File: src/rtl/fp_sum_squares_pkg.sv
// rtl/fp_sum_squares_pkg.sv - shared types and helpers for the fp_sum_squares slice
package fp_sum_squares_pkg;

    typedef enum logic [2:0] {
        ST_IDLE,
        ST_WAIT,
        ST_MUL,
        ST_ACC,
        ST_DONE
    } state_t;

    // Radix-2 shift-add retires one multiplier bit per cycle.
    function automatic int mul_cycles(input int width);
        return width;
    endfunction

    function automatic int cnt_bits(input int count);
        return (count > 1) ? $clog2(count) : 1;
    endfunction

endpackage

File: src/rtl/fp_sum_squares_if.sv
// rtl/fp_sum_squares_if.sv - element stream in, go/done result out
interface fp_sum_squares_if #(
    parameter int WIDTH = 32
);
    logic             go;
    logic [WIDTH-1:0] in;
    logic             in_valid;
    logic             in_last;
    logic             in_ready;
    logic [WIDTH-1:0] out;
    logic             done;

    modport master (
        output go, in, in_valid, in_last,
        input  in_ready, out, done
    );

    modport slave (
        input  go, in, in_valid, in_last,
        output in_ready, out, done
    );
endinterface

File: src/rtl/seq_mul_unsigned.sv
// rtl/seq_mul_unsigned.sv - WIDTH x WIDTH radix-2 shift-add multiplier, WIDTH-cycle latency
module seq_mul_unsigned
    import fp_sum_squares_pkg::*;
#(
    parameter int WIDTH = 32
) (
    input  logic               clk,
    input  logic               reset,
    input  logic               start,
    input  logic [WIDTH-1:0]   a,
    input  logic [WIDTH-1:0]   b,
    output logic               busy,
    output logic               done,
    output logic [2*WIDTH-1:0] product
);
    localparam int ITER = mul_cycles(WIDTH);
    localparam int CW   = cnt_bits(ITER);
    localparam logic [CW-1:0] LAST = CW'(ITER - 1);

    logic [WIDTH-1:0] mcand_q;
    logic [CW-1:0]    cnt_q;
    logic [WIDTH:0]   partial;

    // Multiplier bits sit in the low half and shift out as the product grows in from the top.
    assign partial = {1'b0, product[2*WIDTH-1:WIDTH]} + (product[0] ? {1'b0, mcand_q} : '0);

    always_ff @(posedge clk) begin
        if (reset) begin
            busy    <= 1'b0;
            cnt_q   <= '0;
            mcand_q <= '0;
            product <= '0;
        end else if (start && !busy) begin
            mcand_q <= a;
            product <= {{WIDTH{1'b0}}, b};
            cnt_q   <= '0;
            busy    <= 1'b1;
        end else if (busy) begin
            product <= {partial, product[WIDTH-1:1]};
            cnt_q   <= cnt_q + 1'b1;
            if (cnt_q == LAST) begin
                busy <= 1'b0;
            end
        end
    end

    // Flags the final iteration; product is complete from the following cycle.
    assign done = busy && (cnt_q == LAST);

endmodule

File: src/rtl/fp_sum_squares.sv
// rtl/fp_sum_squares.sv - fixed-point sum of squares; FP_SUM_SQUARES_SAT_EN selects saturating accumulation
module fp_sum_squares
    import fp_sum_squares_pkg::*;
#(
    parameter int WIDTH      = 32,
    parameter int INT_WIDTH  = 16,
    parameter int FRAC_WIDTH = 16
) (
    input logic             clk,
    input logic             reset,
    fp_sum_squares_if.slave bus
);
    if (INT_WIDTH + FRAC_WIDTH != WIDTH) begin : g_cfg_check
        $error("INT_WIDTH + FRAC_WIDTH must equal WIDTH");
    end

    state_t             state_q, state_d;
    logic [WIDTH-1:0]   mag;
    logic [WIDTH-1:0]   acc_q, acc_d, out_q;
    logic               last_q, done_q;
    logic               mul_start, mul_busy, mul_done;
    logic [2*WIDTH-1:0] product, aligned;
    logic [WIDTH:0]     sum;

    // Most-negative input maps onto 2^(WIDTH-1), which still fits unsigned.
    assign mag       = bus.in[WIDTH-1] ? (~bus.in + 1'b1) : bus.in;
    assign mul_start = (state_q == ST_WAIT) && bus.in_valid && !mul_busy;

    seq_mul_unsigned #(.WIDTH(WIDTH)) u_mul (
        .clk     (clk),
        .reset   (reset),
        .start   (mul_start),
        .a       (mag),
        .b       (mag),
        .busy    (mul_busy),
        .done    (mul_done),
        .product (product)
    );

    assign aligned = product >> FRAC_WIDTH;
    assign sum     = {1'b0, acc_q} + {1'b0, aligned[WIDTH-1:0]};

`ifdef FP_SUM_SQUARES_SAT_EN
    // Once all-ones, any further non-negative add keeps it all-ones.
    assign acc_d = ((|aligned[2*WIDTH-1:WIDTH]) || sum[WIDTH]) ? '1 : sum[WIDTH-1:0];
`else
    logic unused_wrap_bits;
    assign unused_wrap_bits = ^{aligned[2*WIDTH-1:WIDTH], sum[WIDTH]};
    assign acc_d = sum[WIDTH-1:0];
`endif

    always_comb begin
        state_d = state_q;
        unique case (state_q)
            ST_IDLE: if (bus.go)       state_d = ST_WAIT;
            ST_WAIT: if (bus.in_valid) state_d = ST_MUL;
            ST_MUL:  if (mul_done)     state_d = ST_ACC;
            ST_ACC:  state_d = last_q ? ST_DONE : ST_WAIT;
            ST_DONE: state_d = ST_IDLE;
            default: state_d = ST_IDLE;
        endcase
    end

    always_ff @(posedge clk) begin
        if (reset) begin
            state_q <= ST_IDLE;
            acc_q   <= '0;
            last_q  <= 1'b0;
            out_q   <= '0;
            done_q  <= 1'b0;
        end else begin
            state_q <= state_d;
            done_q  <= (state_d == ST_DONE);
            if (state_q == ST_IDLE && bus.go) begin
                acc_q <= '0;
            end
            if (state_q == ST_WAIT && bus.in_valid) begin
                last_q <= bus.in_last;
            end
            if (state_q == ST_ACC) begin
                acc_q <= acc_d;
                if (last_q) begin
                    out_q <= acc_d;
                end
            end
        end
    end

    assign bus.in_ready = (state_q == ST_WAIT);
    assign bus.out      = out_q;
    assign bus.done     = done_q;

endmodule

File: src/flat_wrapper.sv
// flat-port wrapper written by rule: the top's interface ports become plain ports
module fp_sum_squares_flat import fp_sum_squares_pkg::*;
#(
    parameter int WIDTH      = 32,
    parameter int INT_WIDTH  = 16,
    parameter int FRAC_WIDTH = 16
)
  (clk, reset, bus_go, bus_in, bus_in_valid, bus_in_last, bus_in_ready, bus_out, bus_done);
  fp_sum_squares_if #(.WIDTH(WIDTH)) bus_i ();
  input logic clk;
  input logic reset;
  input wire logic [$bits(bus_i.go)-1:0] bus_go;
  input wire logic [$bits(bus_i.in)-1:0] bus_in;
  input wire logic [$bits(bus_i.in_valid)-1:0] bus_in_valid;
  input wire logic [$bits(bus_i.in_last)-1:0] bus_in_last;
  output wire logic [$bits(bus_i.in_ready)-1:0] bus_in_ready;
  output wire logic [$bits(bus_i.out)-1:0] bus_out;
  output wire logic [$bits(bus_i.done)-1:0] bus_done;
  assign bus_i.go = bus_go;
  assign bus_i.in = bus_in;
  assign bus_i.in_valid = bus_in_valid;
  assign bus_i.in_last = bus_in_last;
  assign bus_in_ready = bus_i.in_ready;
  assign bus_out = bus_i.out;
  assign bus_done = bus_i.done;
  fp_sum_squares #(.WIDTH(WIDTH), .INT_WIDTH(INT_WIDTH), .FRAC_WIDTH(FRAC_WIDTH)) u_core (.clk(clk), .reset(reset), .bus(bus_i));
endmodule
File: config.mk
export PLATFORM = sky130hd
export DESIGN_NAME = fp_sum_squares_flat
export DESIGN_NICKNAME = d
export VERILOG_FILES = /design/src/rtl/fp_sum_squares_pkg.sv /design/src/rtl/fp_sum_squares_if.sv /design/src/rtl/seq_mul_unsigned.sv /design/src/rtl/fp_sum_squares.sv /design/src/flat_wrapper.sv
export SDC_FILE = /design/constraint.sdc
export NUM_CORES = 1
export LEC_CHECK = 0
export CORE_ASPECT_RATIO = 1.25
export CORE_UTILIZATION = 40
export DETAILED_ROUTE_END_ITERATION = 10
export GPL_ROUTABILITY_DRIVEN = 1
export HOLD_SLACK_MARGIN = 0.12
export PLACE_DENSITY = 0.57
export SLEW_MARGIN = 20
export SYNTH_ARGS = -nofsm -noshare
export SYNTH_HDL_FRONTEND = slang
export SYNTH_HIERARCHICAL = 1
export SYNTH_SLANG_ARGS = --single-unit
File: constraint.sdc
create_clock -name clk -period 3.95 [get_ports clk]
set_input_delay 0.79 -clock clk [delete_from_list [all_inputs] [get_ports clk]]
set_output_delay 0.79 -clock clk [all_outputs]
set_load 0.02 [all_outputs]
==> run metrics <==
min Tclk post-route=3800 ps; Post-synth ARST share=0; area of the multi-input gates=6830 um^2; Core Area=26,100 um^2; RSZ-0062 raised after global routing=no; design area=12,400 um^2; # diodes=0; routed len/inst=16.8 um; iteration count of the initial detailed-routing pass=5; post-synth net total=1,460; pwr/cell area=317 nW/um^2; R2R depth=10; CTS tree=done; layout filler cell count=2,723; largest net degree at the start of global routing=62; vias in the first global route=9,359; Die ar.=27,400 um^2; Final period util=0.962; via/cell ratio=5.52; r2r setup slk=540 ps; Unique masters post-synth=86; # IOs=71; routability congestion estimate=0.872; Reg2Reg Capture Point=u_core/u_mul/product[49]$_SDFFE_PP0P_; GR Overflow Total=0; RR Startpoint=u_core/u_mul/product[0]$_SDFFE_PP0P_; Num CTS Buffers=17; max incr delay on CP=430 ps; Cells after Synth=1,355; area leader, netlist=dfxtp_1; CP top delay family=simple AND/OR/NAND/NOR gates; Bufs on Longest Clock Path=2; Slew Limit Fails=0; first-pass GRT wire length=47,500 um; Vias=9,730; Setup Viol. Count Final=0; initial antenna violation count=0; Routed Antenna Nets=0; Worst Setup Slack, final=150 ps; Critical Path End Type=register; critical-path maximum fanout=3; clock skew=12.6 ps; I/O Buffers=70; Primary FF master, synth=dfxtp_1; Slew @ Worst Pin=871 ps; Yosys Warn Count=6; Crit path buffers/inverters=1; status=finished clean; Clock Tree Root=clkbuf_16; worst vdd ir=0.248 mV; Post-Place Worst Slack=-283 ps; Stages on worst setup path=13; die span in y=185 um; Die W=148 um; Req. time, crit path=4260 ps; Cell Chain, Critical Path=clkdlybuf4s50_1, or3_1, or3b_4, or3_1, or2_4, or3_4, or3_4, o31ai_4, xnor2_1, mux2i_1, nor2_1, a21oi_1, nor2_1; Slew HR=0.418; Area Overhead vs Synth=16.0%; final WL=29,600 um; clock-pin slew on the worst setup and hold paths=70 ps; post-CTS setup buffers=0; Syn Area/Cell=7.88 um^2; total track usage=0.221; fmax=0.263 GHz; Synth Register Bits=171; Arrival @ worst endpoint=4110 ps; CP Class=in2reg; number of flops mapped to enable cells by yosys=0; sequential cell area=3420 um^2; nets=1,515; Worst-Skew Late Latency=450 ps; crit path to=u_core/u_mul/product[26]$_SDFFE_PP0P_; # rows=66; Leak=4.83 nW; layout cell share with drive strength beyond 1=0.0801; Mapped Area=10,700 um^2; clock sinks=171; Yosys top cell area share=0.321; placed cell area=11,800 um^2; slowest stage cell, crit path=or3_1; sequential share of the synthesized area=0.321; Initial Utilization=0.409; crit path launch type=input port; hold buffer count at cts=0; CTS H-tree depth=4; Final Hold Viols=0; HPWL Detailed=22,200 um; MaxCap Viol Count=0; Critical Path Start=bus_in[4]; largest cells by area after synthesis=dfxtp_1, ha_1, a21oi_1, nand2_1, xnor2_1; Residual DRC=0; drt first-iter violations=642; worst min-delay path category=reg2reg
cell families (layout without fill, tap and decap cells):
logic type | after synthesis | after routing | synth area share
buffers and inverters | 101 | 169 | 0.0417
flip-flops | 171 | 171 | 0.321
AO/OA/AOI/OAI | 383 | 383 | 0.222
XOR/XNOR | 84 | 84 | 0.0689
multiplexers | 44 | 44 | 0.0414
adder cells (fa/ha/maj) | 68 | 68 | 0.0811
AND/OR/NAND/NOR | 504 | 504 | 0.224
worst min path at each step:
stage | start | to | slack, ps | depth (start not counted)
6_report | u_core/u_mul/mcand_q[19]$_SDFFE_PP0P_ | u_core/u_mul/mcand_q[19]$_SDFFE_PP0P_ | 450 | 2
5_1_grt | u_core/u_mul/mcand_q[9]$_SDFFE_PP0P_ | u_core/u_mul/mcand_q[9]$_SDFFE_PP0P_ | 470 | 2
4_1_cts | u_core/u_mul/mcand_q[19]$_SDFFE_PP0P_ | u_core/u_mul/mcand_q[19]$_SDFFE_PP0P_ | 460 | 2
3_5_place_dp | u_core/u_mul/mcand_q[19]$_SDFFE_PP0P_ | u_core/u_mul/mcand_q[19]$_SDFFE_PP0P_ | 450 | 2
3_3_place_gp | u_core/u_mul/mcand_q[9]$_SDFFE_PP0P_ | u_core/u_mul/mcand_q[9]$_SDFFE_PP0P_ | 440 | 2
2_1_floorplan | u_core/u_mul/product[59]$_SDFFE_PP0P_ | u_core/u_mul/product[59]$_SDFFE_PP0P_ | 430 | 2
worst min-delay path, cell delays in order, from the launching register on:
cell,delay (ps)
dfxtp_1,310
nand2_1,50
a21oi_1,50
timing repair:
action	CTS	global route
endpoints found under the hold margin	0	0
setup endpoints to repair	0	1
resized for setup	0	1
through the flow:
step                instances  setup TNS, ps  power (mW)  hold WS [ps]   util
global placement         1731          -1900        2.26           439  0.452
global route             1763              0        4.08           470  0.475
floorplan                1355              0        2.10           430      -
finish                   1763              0        3.93           452  0.475
detailed placement       1731          -2700        2.26           447  0.452
CTS                      1763              0        3.98           457  0.474
sequential cells by signal, summed over array words and instances (netlist names):
register / count
u_core/u_mul/product: 64
u_core/acc_q: 32
u_core/bus.out: 32
u_core/u_mul/mcand_q: 32
u_core/u_mul/cnt_q: 5
u_core/state_q: 3
u_core/bus.done: 1
u_core/last_q: 1
u_core/u_mul/busy: 1
final cells by class:
type	count	area share
multi-input cells	1083	0.551
flip-flops and latches	171	0.276
repair buffers	114	0.0830
clock buffers	18	0.0355
well taps	340	0.0343
clock inverters	14	0.0124
inverters	23	0.00697
cells in the mapped netlist (6+ instances only):
| library cell | n |
|---|---|
| or4_1 | 10 |
| dfxtp_1 | 171 |
| nand2b_1 | 6 |
| nand2_1 | 189 |
| nor3_1 | 12 |
| buf_1 | 6 |
| or3_1 | 12 |
| and3_1 | 9 |
| a211oi_1 | 10 |
| ha_1 | 66 |
| nor2b_1 | 12 |
| a22oi_1 | 15 |
| xnor2_1 | 57 |
| mux2i_1 | 43 |
| o21ai_1 | 7 |
| nand3_1 | 30 |
| nor4_1 | 6 |
| and2_1 | 42 |
| nor2_1 | 128 |
| clkbuf_1 | 60 |
| nand4_1 | 16 |
| a21o_1 | 26 |
| inv_1 | 22 |
| o21ai_0 | 75 |
| o21a_1 | 7 |
| o31ai_1 | 15 |
| xor2_1 | 27 |
| a211o_1 | 6 |
| a21oi_1 | 161 |
power breakdown:
group | total, mW | leakage, nW | internal (mW) | switching (mW)
Combinational | 0.415 | 3.17 | 0.168 | 0.247
Sequential | 1.81 | 1.38 | 1.76 | 0.0421
Clock | 1.71 | 0.284 | 0.914 | 0.798
cell usage in the layout, fill, tap and decap left out, types with 17 or more instances in the layout:
| cell | netlist | layout |
|---|---|---|
| nand2_1 | 189 | 189 |
| a21o_1 | 26 | 26 |
| clkbuf_16 | 0 | 17 |
| xor2_1 | 27 | 27 |
| o21ai_0 | 75 | 75 |
| ha_1 | 66 | 66 |
| dfxtp_1 | 171 | 170 |
| nand3_1 | 30 | 30 |
| and2_1 | 42 | 42 |
| mux2i_1 | 43 | 43 |
| inv_1 | 22 | 22 |
| nor2_1 | 128 | 128 |
| buf_4 | 1 | 45 |
| xnor2_1 | 57 | 57 |
| a21oi_1 | 161 | 161 |
| clkdlybuf4s50_1 | 0 | 69 |
per-layer routing:
metal	GRT usage	up-vias	wire (um)
li1	-	4935	-
met1	0.266	4579	13100
met2	0.405	185	15200
met3	0.0292	31	840
met4	0.0643	0	460
met5	0	-	0
No activity file was read; power rests on OpenSTA's default activity.
